`src/rtl/alui_dispatch_fsm.sv`:
```
// alui_dispatch_fsm
// Fetch/dispatch controller that feeds the ALU-immediate FSM. It reads one
// 16-bit instruction per step from program memory and splits it into
// opCode/Ri/num. It pulses start to the downstream FSM and waits for done
// before it advances the program counter. A HALT opcode stops dispatch. A
// watchdog also stops the machine and sets a sticky error if done never
// arrives.
//
// Ports:
//   clk, reset        rising-edge clock, synchronous active-high reset
//   run               level enable for fetching
//   mem_addr/mem_read program memory address (= pc) and one-cycle read strobe
//   mem_data          instruction word, valid the cycle after mem_read
//   start             one-cycle start pulse to the ALU-immediate FSM
//   opCode/Ri/num     instruction fields [15:12]/[11:6]/[5:0]
//   done              completion pulse from the ALU-immediate FSM
//   pc, instr_count   program counter, retired-instruction counter
//   busy/halted/error status: active, stopped, sticky watchdog timeout
module alui_dispatch_fsm #(
  parameter int          PC_W    = 8,
  parameter int          TIMEOUT = 16,
  parameter logic [3:0]  HALT_OP = 4'hF
) (
  input  logic            clk,
  input  logic            reset,
  input  logic            run,
  output logic [PC_W-1:0] mem_addr,
  output logic            mem_read,
  input  logic [15:0]     mem_data,
  output logic            start,
  output logic [3:0]      opCode,
  output logic [5:0]      Ri,
  output logic [5:0]      num,
  input  logic            done,
  output logic [PC_W-1:0] pc,
  output logic [15:0]     instr_count,
  output logic            busy,
  output logic            halted,
  output logic            error
);

  localparam int WD_W = (TIMEOUT > 2) ? $clog2(TIMEOUT) : 1;
  // The watchdog expires in the WAIT_DONE cycle where it counts up to
  // TIMEOUT-1. In that cycle the count still holds TIMEOUT-2. The error is
  // therefore visible exactly TIMEOUT cycles after the start pulse.
  localparam logic [WD_W-1:0] WD_LAST = WD_W'(TIMEOUT - 2);

  typedef enum logic [2:0] {
    IDLE, FETCH, WAIT_MEM, ISSUE, WAIT_DONE, HALT
  } state_t;

  state_t          state, state_nxt;
  logic [WD_W-1:0] wdog;
  logic            is_halt;
  logic            load_ir, retire, wd_clr, wd_inc, set_err;

  // opCode/Ri/num together form the instruction register.
  assign is_halt  = (opCode == HALT_OP);
  assign mem_addr = pc;

  always_comb begin
    state_nxt = state;
    mem_read  = 1'b0;
    start     = 1'b0;
    load_ir   = 1'b0;
    retire    = 1'b0;
    wd_clr    = 1'b0;
    wd_inc    = 1'b0;
    set_err   = 1'b0;
    busy      = 1'b1;
    halted    = 1'b0;
    case (state)
      IDLE: begin
        busy = 1'b0;
        if (run) state_nxt = FETCH;
      end
      FETCH: begin
        mem_read  = 1'b1;
        state_nxt = WAIT_MEM;
      end
      WAIT_MEM: begin
        load_ir   = 1'b1;
        state_nxt = ISSUE;
      end
      ISSUE: begin
        if (is_halt) begin
          state_nxt = HALT;
        end else begin
          start     = 1'b1;
          wd_clr    = 1'b1;
          state_nxt = WAIT_DONE;
        end
      end
      WAIT_DONE: begin
        // A done in the expiry cycle still retires the instruction.
        if (done) begin
          retire    = 1'b1;
          state_nxt = run ? FETCH : IDLE;
        end else if (wdog == WD_LAST) begin
          set_err   = 1'b1;
          state_nxt = HALT;
        end else begin
          wd_inc    = 1'b1;
        end
      end
      HALT: begin
        busy   = 1'b0;
        halted = 1'b1;
      end
      default: state_nxt = IDLE;
    endcase
  end

  always_ff @(posedge clk) begin
    if (reset) begin
      state       <= IDLE;
      pc          <= '0;
      instr_count <= '0;
      opCode      <= '0;
      Ri          <= '0;
      num         <= '0;
      wdog        <= '0;
      error       <= 1'b0;
    end else begin
      state <= state_nxt;
      if (load_ir) begin
        opCode <= mem_data[15:12];
        Ri     <= mem_data[11:6];
        num    <= mem_data[5:0];
      end
      if (retire) begin
        pc          <= pc + PC_W'(1);
        instr_count <= instr_count + 16'd1;
      end
      if (wd_clr)       wdog <= '0;
      else if (wd_inc)  wdog <= wdog + WD_W'(1);
      if (set_err) error <= 1'b1;
    end
  end

endmodule
```
`config.mk`:
```
export PLATFORM = sky130hd
export DESIGN_NAME = alui_dispatch_fsm
export DESIGN_NICKNAME = d
export VERILOG_FILES = /design/src/rtl/alui_dispatch_fsm.sv
export SDC_FILE = /design/constraint.sdc
export NUM_CORES = 1
export LEC_CHECK = 0
export CAP_MARGIN = 20
export CORE_ASPECT_RATIO = 1.75
export CORE_UTILIZATION = 42
export CTS_BUF_LIST = sky130_fd_sc_hd__clkbuf_2 sky130_fd_sc_hd__clkbuf_4 sky130_fd_sc_hd__clkbuf_8
export DETAILED_ROUTE_END_ITERATION = 6
export PLACE_DENSITY = 0.78
export SLEW_MARGIN = 20
export SYNTH_ARGS = -nofsm -noshare
export SYNTH_HDL_FRONTEND = slang
export SYNTH_SLANG_ARGS = --single-unit
```
`constraint.sdc`:
```
create_clock -name clk -period 1.8 [get_ports clk]
set_clock_uncertainty 0.05 [all_clocks]
set_input_delay 0.18 -clock clk [delete_from_list [all_inputs] [get_ports clk]]
set_output_delay 0.18 -clock clk [all_outputs]
set_load 0.05 [all_outputs]
```
## After elaboration in Yosys (flattened, before gate mapping)

Index checks and enable logic that the tools add are counted.

| operators by class | value |
|---|---|
| add/subtract/negate cells | 3 |
| eq/ne operators | 9 |
| mux-type cells | 20 |
| bitwise logic cells | 1 |
| reductions and logical operators | 4 |

Operator list:

| cell | number |
|---|---|
| one-hot mux 3 bit (6 select lines) | 1 |
| adder 16 x 1 -> 16 bit, second input constant | 1 |
| 2-to-1 mux 1 bit | 16 |
| 2-to-1 mux 3 bit | 3 |
| adder 8 x 1 -> 8 bit, second input constant | 1 |
| == test 4 bit, second input constant | 2 |
| == test 3 x 2 -> 1 bit, second input constant | 2 |
| == test 3 bit, second input constant | 2 |
| adder 4 x 1 -> 4 bit, second input constant | 1 |
| OR reduction 2 bit | 2 |
| == test 3 x 1 -> 1 bit, second input constant | 1 |
| logical NOT 3 bit | 1 |
| != test 3 bit, second input constant | 1 |
| AND reduction 3 bit | 1 |
| != test 2 bit, second input constant | 1 |
| NOT 1 bit | 1 |

| word-level totals | value |
|---|---|
| register bits after elaboration | 48 |
| input port bits | 20 |

## Logic depth before layout (Yosys ltp)

Gate-level depths: netlist of the first run.

| logic depth | value |
|---|---|
| word-level depth | 4 |
| depth in mapped cells | 6 |
| depth with buffers taken out | 6 |

## Least setup slack after synthesis of the first run

No wires, ideal clock.

| timing | value |
|---|---|
| kind | register to register |
| from | reg instr_count[3] |
| to | reg instr_count[15] |
| library setup time | 0.070 ns |
| arrival time | 2.042 ns |
| setup slack | -0.362 ns |
| cell stages (with the launch flop) | 5 |
| path buffers | 0 |
| period minus slack after synthesis | 2.162 ns |
| cell sequence | dfxtp_1 > nand4_1 > or4_4 > or3_1 > a21oi_1 |

| between the ends | value |
|---|---|
| longest elaborated chain between the ends | 1 |

RTL lines:

| what | line | source |
|---|---|---|
| start: declaration | 36 | `output logic [15:0] instr_count,` |
| start signal: assignment | 133 | `instr_count <= instr_count + 16'd1;` |
| adder 16 x 1 -> 16 bit | 133 |  |

Every way passes these cells.
A chain may end at the register's enable or synchronous reset.

## Worst setup path in the final report of the first run

| timing | value |
|---|---|
| from | reg pc[6] (netlist: mem_addr[6]) |
| to | out mem_addr[6] |

RTL lines:

| what | line | source |
|---|---|---|
| start: declaration | 35 | `output logic [PC_W-1:0] pc,` |
| start signal: assignment | 132 | `pc <= pc + PC_W'(1);` |
| end: declaration | 27 | `output logic [PC_W-1:0] mem_addr,` |

No word-level cell between the ends.

==> out/qor.yml, run 1 <==
status: "complete, no violations"
crit_arrival_ps: 1530
crit_type: "flop to output pin"
nets: 355
finalWirelength_um: 4890
final-hold-violation-count: 0
synthesis.nets: 277
vias: 1964
synth_top_area_cell: "dfxtp_1"
multi_input_area_um2: 1020
min_path_type: "input port to flop"
grt_max_degree: 21
leakagePower_uw: 0.00127
ys_types: 31
clk_latency_ps: 310
ys_seq_area_share_pct: 45.6
syn_area_um2: 2110
cp_top_family: "buffers and inverters"
seqCellArea_um2: 988
n_antenna_cell: 0
worst-path-max-fanout: 4
fillerInstances: 408
maxCapViolations: 0
first_pass_iters: 4
fin_crit_sh_pct: 97.6
grt_pass1_vias: 1939
wl_per_cell_um: 12.7
p_per_area_nw_per_um2: 700
drt_iter0_markers: 20
cts_tree: "done"
dpl.cell_count: 376
slowest_stage: "clkdlybuf4s50_1"
start_util_pct: 44.4
num_rows: 33
drc_errors: 0
area_growth_pct: 46.2
fin_crit_ps: 1760
synthDominantCellAreaShare_pct: 45.6
synth.avg_cell_area_um2: 8.33
h-tree-depth: 2
portBuffers: 72
fmax_mhz: 569
path_cells: "clkdlybuf4s50_1"
mostFrequentLayoutCell: "clkdlybuf4s50_1"
yosysWarnings: 0
globalplace.congestion: 0.793
core_um2: 4750
start_kind: "flop"
finalSetupViolCount: 0
required_ps: 1570
overflow: 0
final_cell_mix: "49 x clkdlybuf4s50_1, 46 x nand2_1, 34 x dfxtp_1"
post-route-cell-area_um2: 3080
dieHeight_um: 95.7
drtAntennaViolNets: 0
rsz0062_at_grt: "no"
ios: 73
clockRootBuffer: "clkbuf_8"
grt_use_total_pct: 19.3
clock_sinks: 48
placed_cell_area_um2: 2980
synth_area_leaders: "dfxtp_1 46%, nand2_1 8.2%, a21oi_1 5.9%"
cp_num_buf_inv: 1
worstSetupEndpointType: "output pin"
hpwl_um: 3690
slew_headroom_pct: 65.0
fp.dieW_um: 55.6
netlist_instances: 253
maxSlewViolCount: 0
antenna_found_initial: 0
grt_pass1_wl_um: 8090
worstMarginPinSlew_ps: 523
critPathMaxStageDelay_ps: 830
worst_ir_drop_vdd_v: 0.000635
final_util_pct: 64.9
clkTransAtPathRegs_ps: 90
die_area_um2: 5320
final_cells: 384
cts_buffers: 5
drive_gt1_share_pct: 18.4
vias_per_cell: 5.11
synth_seq_cells: 48
clk_path_buf_depth: 2
## power by group
group	switching [uW]	total, uW	internal (uW)
registers	17.7	1100	1090
logic	230	401	171
clock network	379	651	272
## per-layer routing
metal	GRT usage [%]	up-vias	part of all wire, %
met5	0	-	0
met2	37.1	66	54
met1	18.7	896	38
li1	-	994	-
met3	5.91	8	6.3
met4	8.13	0	2.2
## through the flow
step / setup TNS (ps) / power (uW) / setup WS [ps] / hold WS [ps]
after floorplan: -26.4 / 1360 / -26.4 / 259
after global placement: -669 / 1530 / -179 / 391
after detailed placement: -905 / 1530 / -215 / 396
after CTS: 0 / 2170 / 9.25 / 346
after global routing: 0 / 2250 / 0.730 / 368
final: 0 / 2160 / 42.9 / 353
## timing repair
item | in CTS | in global routing
pin swaps | 0 | 0
buffers inserted | 0 | 0
setup endpoints to repair | 2 | 7
gates resized for setup | 2 | 7
hold buffers | 0 | 0
## cell type report
type                       count  area share, %
clock inverter                 3          0.568
clock buffer                   5           2.23
multi-input combinational    180           33.0
tap                           52           2.11
sequential                    48           32.1
timing repair buffer          91           29.4
inverter                       5          0.609
## state kept, by name, indices dropped and copies added (netlist names)
signal       count
opCode           4
state            3
num              6
wdog             4
instr_count     16
error            1
Ri               6
mem_addr         8
## cell families (layout without fill, tap and decap cells)
family,Yosys count,after routing,synth area share [%]
adders and majority gates,4,4,2.37
and+or+nand+nor,121,121,28.1
AOI/OAI and AO/OA,33,33,8.37
DFF,48,48,45.6
muxes,1,1,0.534
buffers and inverters,25,104,6.35
xor gates and xnor gates,21,21,8.72
## synth_stat cells, drive strengths merged
cell type  instances
dfxtp             48
nand2             46
nor2              27
a21oi             25
xnor2             12
buf               11
clkbuf             9
xor2               9
nand3              8
nand4              8
nor3               6
inv                5
o21ai              5
or3                5
and3               4
ha                 4
nand2b             4
nor4               3
nor2b              2
nor4b              2
or2                2
a211oi             1
a41oi              1
and2               1
mux2               1
nand4bb            1
nor4bb             1
o21ba              1
or4                1
## worst paths after layout
path,slack (ps),cells after the start,startpoint,to
hold reg to reg,410,2,Ri[3]$_SDFFE_PP0P_,Ri[3]$_SDFFE_PP0P_
setup / recovery,40,1,mem_addr[6]$_SDFFE_PP0P_,mem_addr[6]
hold / removal,350,3,mem_data[12],opCode[0]$_SDFFE_PP0P_
setup reg to reg,110,4,state[1]$_SDFFE_PP0P_,instr_count[15]$_SDFFE_PP0P_
Power figures use the tool's default switching activity.
==> run 2: changes to the inputs <==
Clock period 1.8 ns to 1.6 ns, I/O delays scaled along.
==> out/qor.yml, run 2 (synthesized netlist as in run 1, its figures left out) <==
num_rows: 33  # unchanged
worst-path-max-fanout: 4  # unchanged
grt_max_degree: 19  # -9.5%
r2r_slack_ps: -130  # -240 ps
worstSetupEndpointType: "flop"
worstRegToRegCells: 5  # +1
clk_path_buf_depth: 2  # unchanged
violations: "setup timing"
mostFrequentLayoutCell: "buf_4"
required_ps: 1800  # +230 ps
final-hold-violation-count: 0  # unchanged
antenna_found_initial: 0  # unchanged
fin_crit_sh_pct: 108
rsz0062_at_grt: "yes"
placed_cell_area_um2: 2980  # -0.21%
crit_arrival_ps: 1930  # +400 ps
fmax_mhz: 578
drtAntennaViolNets: 0  # unchanged
finalSetupTns_ps: -307  # -307 ps
n_antenna_cell: 0  # unchanged
finalWirelength_um: 5150  # +5.3%
dieHeight_um: 95.7  # unchanged
status: "complete, but fails checks"
grt_pass1_vias: 1968  # +1.5%
clkTransAtPathRegs_ps: 100  # about the same
slew_headroom_pct: 75.0  # +9.9 points
start_kind: "flop"
grt_use_total_pct: 19.9  # +0.68 points
sw_frac_of_total_pct: 28.0  # -1.1 points
start_util_pct: 44.4  # unchanged
ios: 73  # unchanged
largest_reg_flops: 16  # unchanged
vias_per_cell: 5.18  # +1.2%
p_switching_uw: 733  # +17%
worst_ir_drop_vdd_v: 0.000727  # +14%
cts_buffers: 5  # unchanged
overflow: 0  # unchanged
pwr-share-seq_pct: 47.3  # -3.9 points
critPathMaxStageDelay_ps: 550  # -280 ps
h-tree-depth: 2  # unchanged
p_int_uw: 1880  # +23%
maxSlewViolCount: 0  # unchanged
cts_tree: "done"
globalplace.congestion: 0.816  # +2.9%
grt_pass1_wl_um: 8410  # +4.0%
core_um2: 4750  # unchanged
slowest_stage: "or4_4"
clock_sinks: 48  # unchanged
hpwl_um: 3770  # +2.2%
wl_per_cell_um: 13.0  # +2.1%
final_cell_mix: "75 x buf_4, 46 x nand2_1, 31 x dfxtp_1"
post-route-cell-area_um2: 3190  # +3.6%
fp.dieW_um: 55.6  # unchanged
clockRootBuffer: "clkbuf_8"
die_area_um2: 5320  # unchanged
maxCapViolations: 0  # unchanged
finalSetupViolCount: 4  # +4
path_cells: "nand4_1 -> buf_6 -> or4_4 -> or3_1 -> a21oi_1"
p_per_area_nw_per_um2: 819  # +17%
clkPwrFrac_pct: 34.9  # +4.7 points
portBuffers: 72  # unchanged
fin_crit_ps: 1730
crit_type: "flop to flop"
leakagePower_uw: 0.00130  # +3.0%
worstMarginPinSlew_ps: 370  # -153 ps
clk_latency_ps: 310  # about the same
fin_ws_ps: -131  # -174 ps
first_pass_iters: 4  # unchanged
hold_depth: 3  # unchanged
drive_gt1_share_pct: 36.9  # +19 points
drt_iter0_markers: 30  # +50%
regMostFlops: "instr_count"
vias: 2050  # +4.4%
nets: 367  # +3.4%
final_util_pct: 67.3  # +2.3 points
drc_errors: 0  # unchanged
area_growth_pct: 51.5
min_path_type: "input port to flop"
power_frac_comb_pct: 17.8  # -0.8 points
==> run 2: routing by layer <==
| layer | global-route usage, % | up-vias | routed length [um] |
|---|---|---|---|
| met5 | 0 | - | 0 |
| met4 | 9.17 | 0 | 118 |
| met3 | 4.57 | 10 | 273 |
| met2 | 37.2 | 70 | 2800 |
| met1 | 21.1 | 954 | 1960 |
| li1 | - | 1016 | - |
==> run 2: power groups by stage <==
stage / Clock [uW] / Combinational (uW) / Sequential, uW
finish: 913 / 465 / 1240
global route: 967 / 496 / 1240
CTS: 925 / 450 / 1240
detailed placement: 0 / 448 / 1270
global placement: 0 / 445 / 1260
floorplan: 0 / 175 / 1350
==> run 2: final timing paths <==
check                                                 start                            to
worst min register to register          num[0]$_SDFFE_PP0P_           num[0]$_SDFFE_PP0P_
worst max-delay path            instr_count[6]$_SDFFE_PP0P_  instr_count[13]$_SDFFE_PP0P_
worst min-delay path                           mem_data[15]        opCode[3]$_SDFFE_PP0P_
worst max register to register  instr_count[6]$_SDFFE_PP0P_  instr_count[13]$_SDFFE_PP0P_
==> run 2: area by class of cell <==
class,count,area (um^2)
tap,52,65.1
clock buffer,5,68.8
inverter,5,18.8
fill,406,1550
sequential,48,1000
clock inverter,3,46.3
multi-input combinational,180,1100
timing repair buffer,103,898
==> run 2: timing repair <==
action | in CTS | in global routing
buffers inserted | 2 | 0
endpoints found under the setup margin | 5 | 15
pin swaps | 5 | 3
hold buffers | 0 | 0
gates resized for setup | 2 | 17
==> run 2: metrics by stage <==
| step | hold slack (ps) | total power, uW | std cells | worst slack [ps] |
|---|---|---|---|---|
| after floorplan | 239 | 1530 | 253 | -199 |
| after global placement | 393 | 1710 | 386 | -385 |
| after detailed placement | 397 | 1710 | 386 | -435 |
| after CTS | 328 | 2610 | 396 | -105 |
| after global routing | 347 | 2710 | 396 | -185 |
| final | 334 | 2620 | 396 | -131 |
==> run 2: critical path: cells and delay by family (launching register included) <==
kind / cells / cell delay [ps]
simple gates: 3 / 990
compound gates: 1 / 140
flops: 1 / 350
buf+inv: 1 / 140
==> run 3: changes to the inputs <==
Settings changed: CELL_PAD_IN_SITES_DETAIL_PLACEMENT from default to 1, CELL_PAD_IN_SITES_GLOBAL_PLACEMENT from default to 2, CORE_UTILIZATION 42 to 23, PLACE_DENSITY 0.78 to 0.76.
==> out/qor.yml, run 3 (synthesized netlist as in run 1, its figures left out) <==
final_cell_mix: "74 x buf_4, 45 x nand2_1, 31 x dfxtp_1"
hold_depth: 2  # -1
largest_reg_flops: 16  # unchanged
drt_iter0_markers: 46  # +53%
slew_headroom_pct: 68.2  # -6.8 points
maxSlewViolCount: 0  # unchanged
clockRootBuffer: "clkbuf_8"
core_um2: 8780  # +85%
worst-path-max-fanout: 5  # +1
worstRegToRegCells: 4  # -1
post-route-cell-area_um2: 3260  # +2.0%
drc_errors: 0  # unchanged
clkPwrFrac_pct: 30.6  # -4.3 points
rsz0062_at_grt: "yes"
required_ps: 1800  # about the same
worstSetupEndpointType: "flop"
nets: 367  # unchanged
status: "complete, but fails checks"
pwr-share-seq_pct: 50.4  # +3.1 points
grt_pass1_wl_um: 10000  # +19%
violations: "setup timing"
clkTransAtPathRegs_ps: 90  # about the same
grt_max_degree: 24  # +5
num_rows: 45  # +36%
grt_pass1_vias: 2140  # +8.7%
holdPathEnd: "instr_count[3]$_SDFFE_PP0P_"
mostFrequentLayoutCell: "buf_4"
rr_startpoint: "state[1]$_SDFFE_PP0P_"
fmax_mhz: 615  # +6.4%
fin_ws_ps: -26.7  # +104 ps
fp.dieW_um: 74.4  # +34%
path_cells: "nand4bb_4 -> or4_4 -> or3_1 -> a21oi_2"
cts_buffers: 5  # unchanged
p_int_uw: 1750  # -7.0%
p_switching_uw: 706  # -3.7%
reg2reg_to: "instr_count[15]$_SDFFE_PP0P_"
antenna_found_initial: 0  # unchanged
sw_frac_of_total_pct: 28.7  # +0.69 points
placed_cell_area_um2: 3100  # +4.3%
critPathMaxStageDelay_ps: 520  # -30 ps
regMostFlops: "instr_count"
cts_tree: "done"
drtAntennaViolNets: 0  # unchanged
final-hold-violation-count: 0  # unchanged
worst_ir_drop_vdd_v: 0.000313  # -57%
first_pass_iters: 4  # unchanged
crit_arrival_ps: 1830  # -100 ps
vias: 2043  # -0.34%
overflow: 0  # unchanged
fillerInstances: 1055  # +160%
die_area_um2: 9570  # +80%
r2r_slack_ps: -30  # +100 ps
clock_sinks: 48  # unchanged
dieHeight_um: 129  # +34%
worstMarginPinSlew_ps: 477  # +107 ps
hp-start: "reset"
leakagePower_uw: 0.00130  # -0.34%
fin_crit_sh_pct: 102  # -6.5 points
drive_gt1_share_pct: 37.2  # +0.29 points
area_growth_pct: 54.6
finalWirelength_um: 5990  # +16%
h-tree-depth: 2  # unchanged
hold_slack_ps: 233  # -101 ps
start_kind: "flop"
p_per_area_nw_per_um2: 754  # -7.9%
slowest_stage: "or4_4"
grt_use_total_pct: 13.7  # -6.2 points
start_util_pct: 24.0  # -20 points
portBuffers: 72  # unchanged
wl_per_cell_um: 13.0  # -0.11%
finalSetupViolCount: 3  # -1
maxCapViolations: 0  # unchanged
final_util_pct: 37.1  # -30 points
min_path_type: "input port to flop"
power_frac_comb_pct: 19.0  # +1.2 points
fin_crit_ps: 1630  # -104 ps
dpl.cell_count: 452  # +17%
hpwl_um: 4570  # +21%
globalplace.congestion: 0.731  # -10%
vias_per_cell: 4.43  # -14%
clk_latency_ps: 310  # about the same
clk_path_buf_depth: 2  # unchanged
ios: 73  # unchanged
crit_type: "flop to flop"
n_antenna_cell: 0  # unchanged
final_cells: 461  # +16%
[run 3: final cells by class]
type	count	area (um^2)	area share, %
Timing Repair Buffer	103	923	28.3
Sequential cell	48	1000	30.7
Tap cell	117	146	4.49
Inverter	5	18.8	0.576
Clock buffer	7	83.8	2.57
Clock inverter	1	5.00	0.154
Multi-Input combinational cell	180	1080	33.2
[run 3: what timing repair did]
| action | in CTS | in global routing |
|---|---|---|
| hold buffers | 0 | 0 |
| gates resized for setup | 7 | 10 |
| pin swaps | 7 | 2 |
| cloned | 0 | 0 |
| hold endpoints to repair | 0 | 0 |
| endpoints found under the setup margin | 7 | 18 |
| buffers inserted | 1 | 0 |
[run 3: worst max-delay path by stage]
stage / end / from / cells past startpoint / slack, ps
after floorplan: instr_count[15]$_SDFFE_PP0P_ / state[1]$_SDFFE_PP0P_ / 5 / -200
after global placement: instr_count[15]$_SDFFE_PP0P_ / done / 5 / -430
after detailed placement: instr_count[15]$_SDFFE_PP0P_ / done / 5 / -460
after CTS: instr_count[15]$_SDFFE_PP0P_ / state[1]$_SDFFE_PP0P_ / 4 / -40
after global routing: instr_count[9]$_SDFFE_PP0P_ / state[1]$_SDFFE_PP0P_ / 5 / -80
final: instr_count[15]$_SDFFE_PP0P_ / state[1]$_SDFFE_PP0P_ / 4 / -30
[run 3: stage by stage]
stage                     total power [uW]  setup WS, ps  setup TNS [ps]
after detailed placement              1730          -456           -5500
final                                 2460         -26.7           -50.8
after CTS                             2530         -38.9           -99.9
after global routing                  2610         -79.7            -298
after global placement                1720          -427           -4620
after floorplan                       1530          -199            -360
[run 3: power by group through the flow]
| stage | Sequential, uW | Clock [uW] | Combinational [uW] |
|---|---|---|---|
| 2_1_floorplan | 1350 | 0 | 175 |
| 3_3_place_gp | 1270 | 0 | 460 |
| 3_5_place_dp | 1270 | 0 | 465 |
| 4_1_cts | 1240 | 813 | 473 |
| 5_1_grt | 1240 | 863 | 502 |
| 6_report | 1240 | 752 | 467 |
[run 3: critical path: cells and delay by family, from the launching register on]
| kind | cells | cell delay, ps |
|---|---|---|
| and+or+nand+nor | 3 | 1080 |
| DFF | 1 | 330 |
| AOI/OAI and AO/OA | 1 | 120 |
[run 3: per-layer routing]
layer,track usage [%],vias up,share of wire [%]
met4,5.99,0,2.0
met5,0,-,0
li1,-,1020,-
met2,25.4,55,55
met1,14.4,961,40
met3,2.66,7,3.8
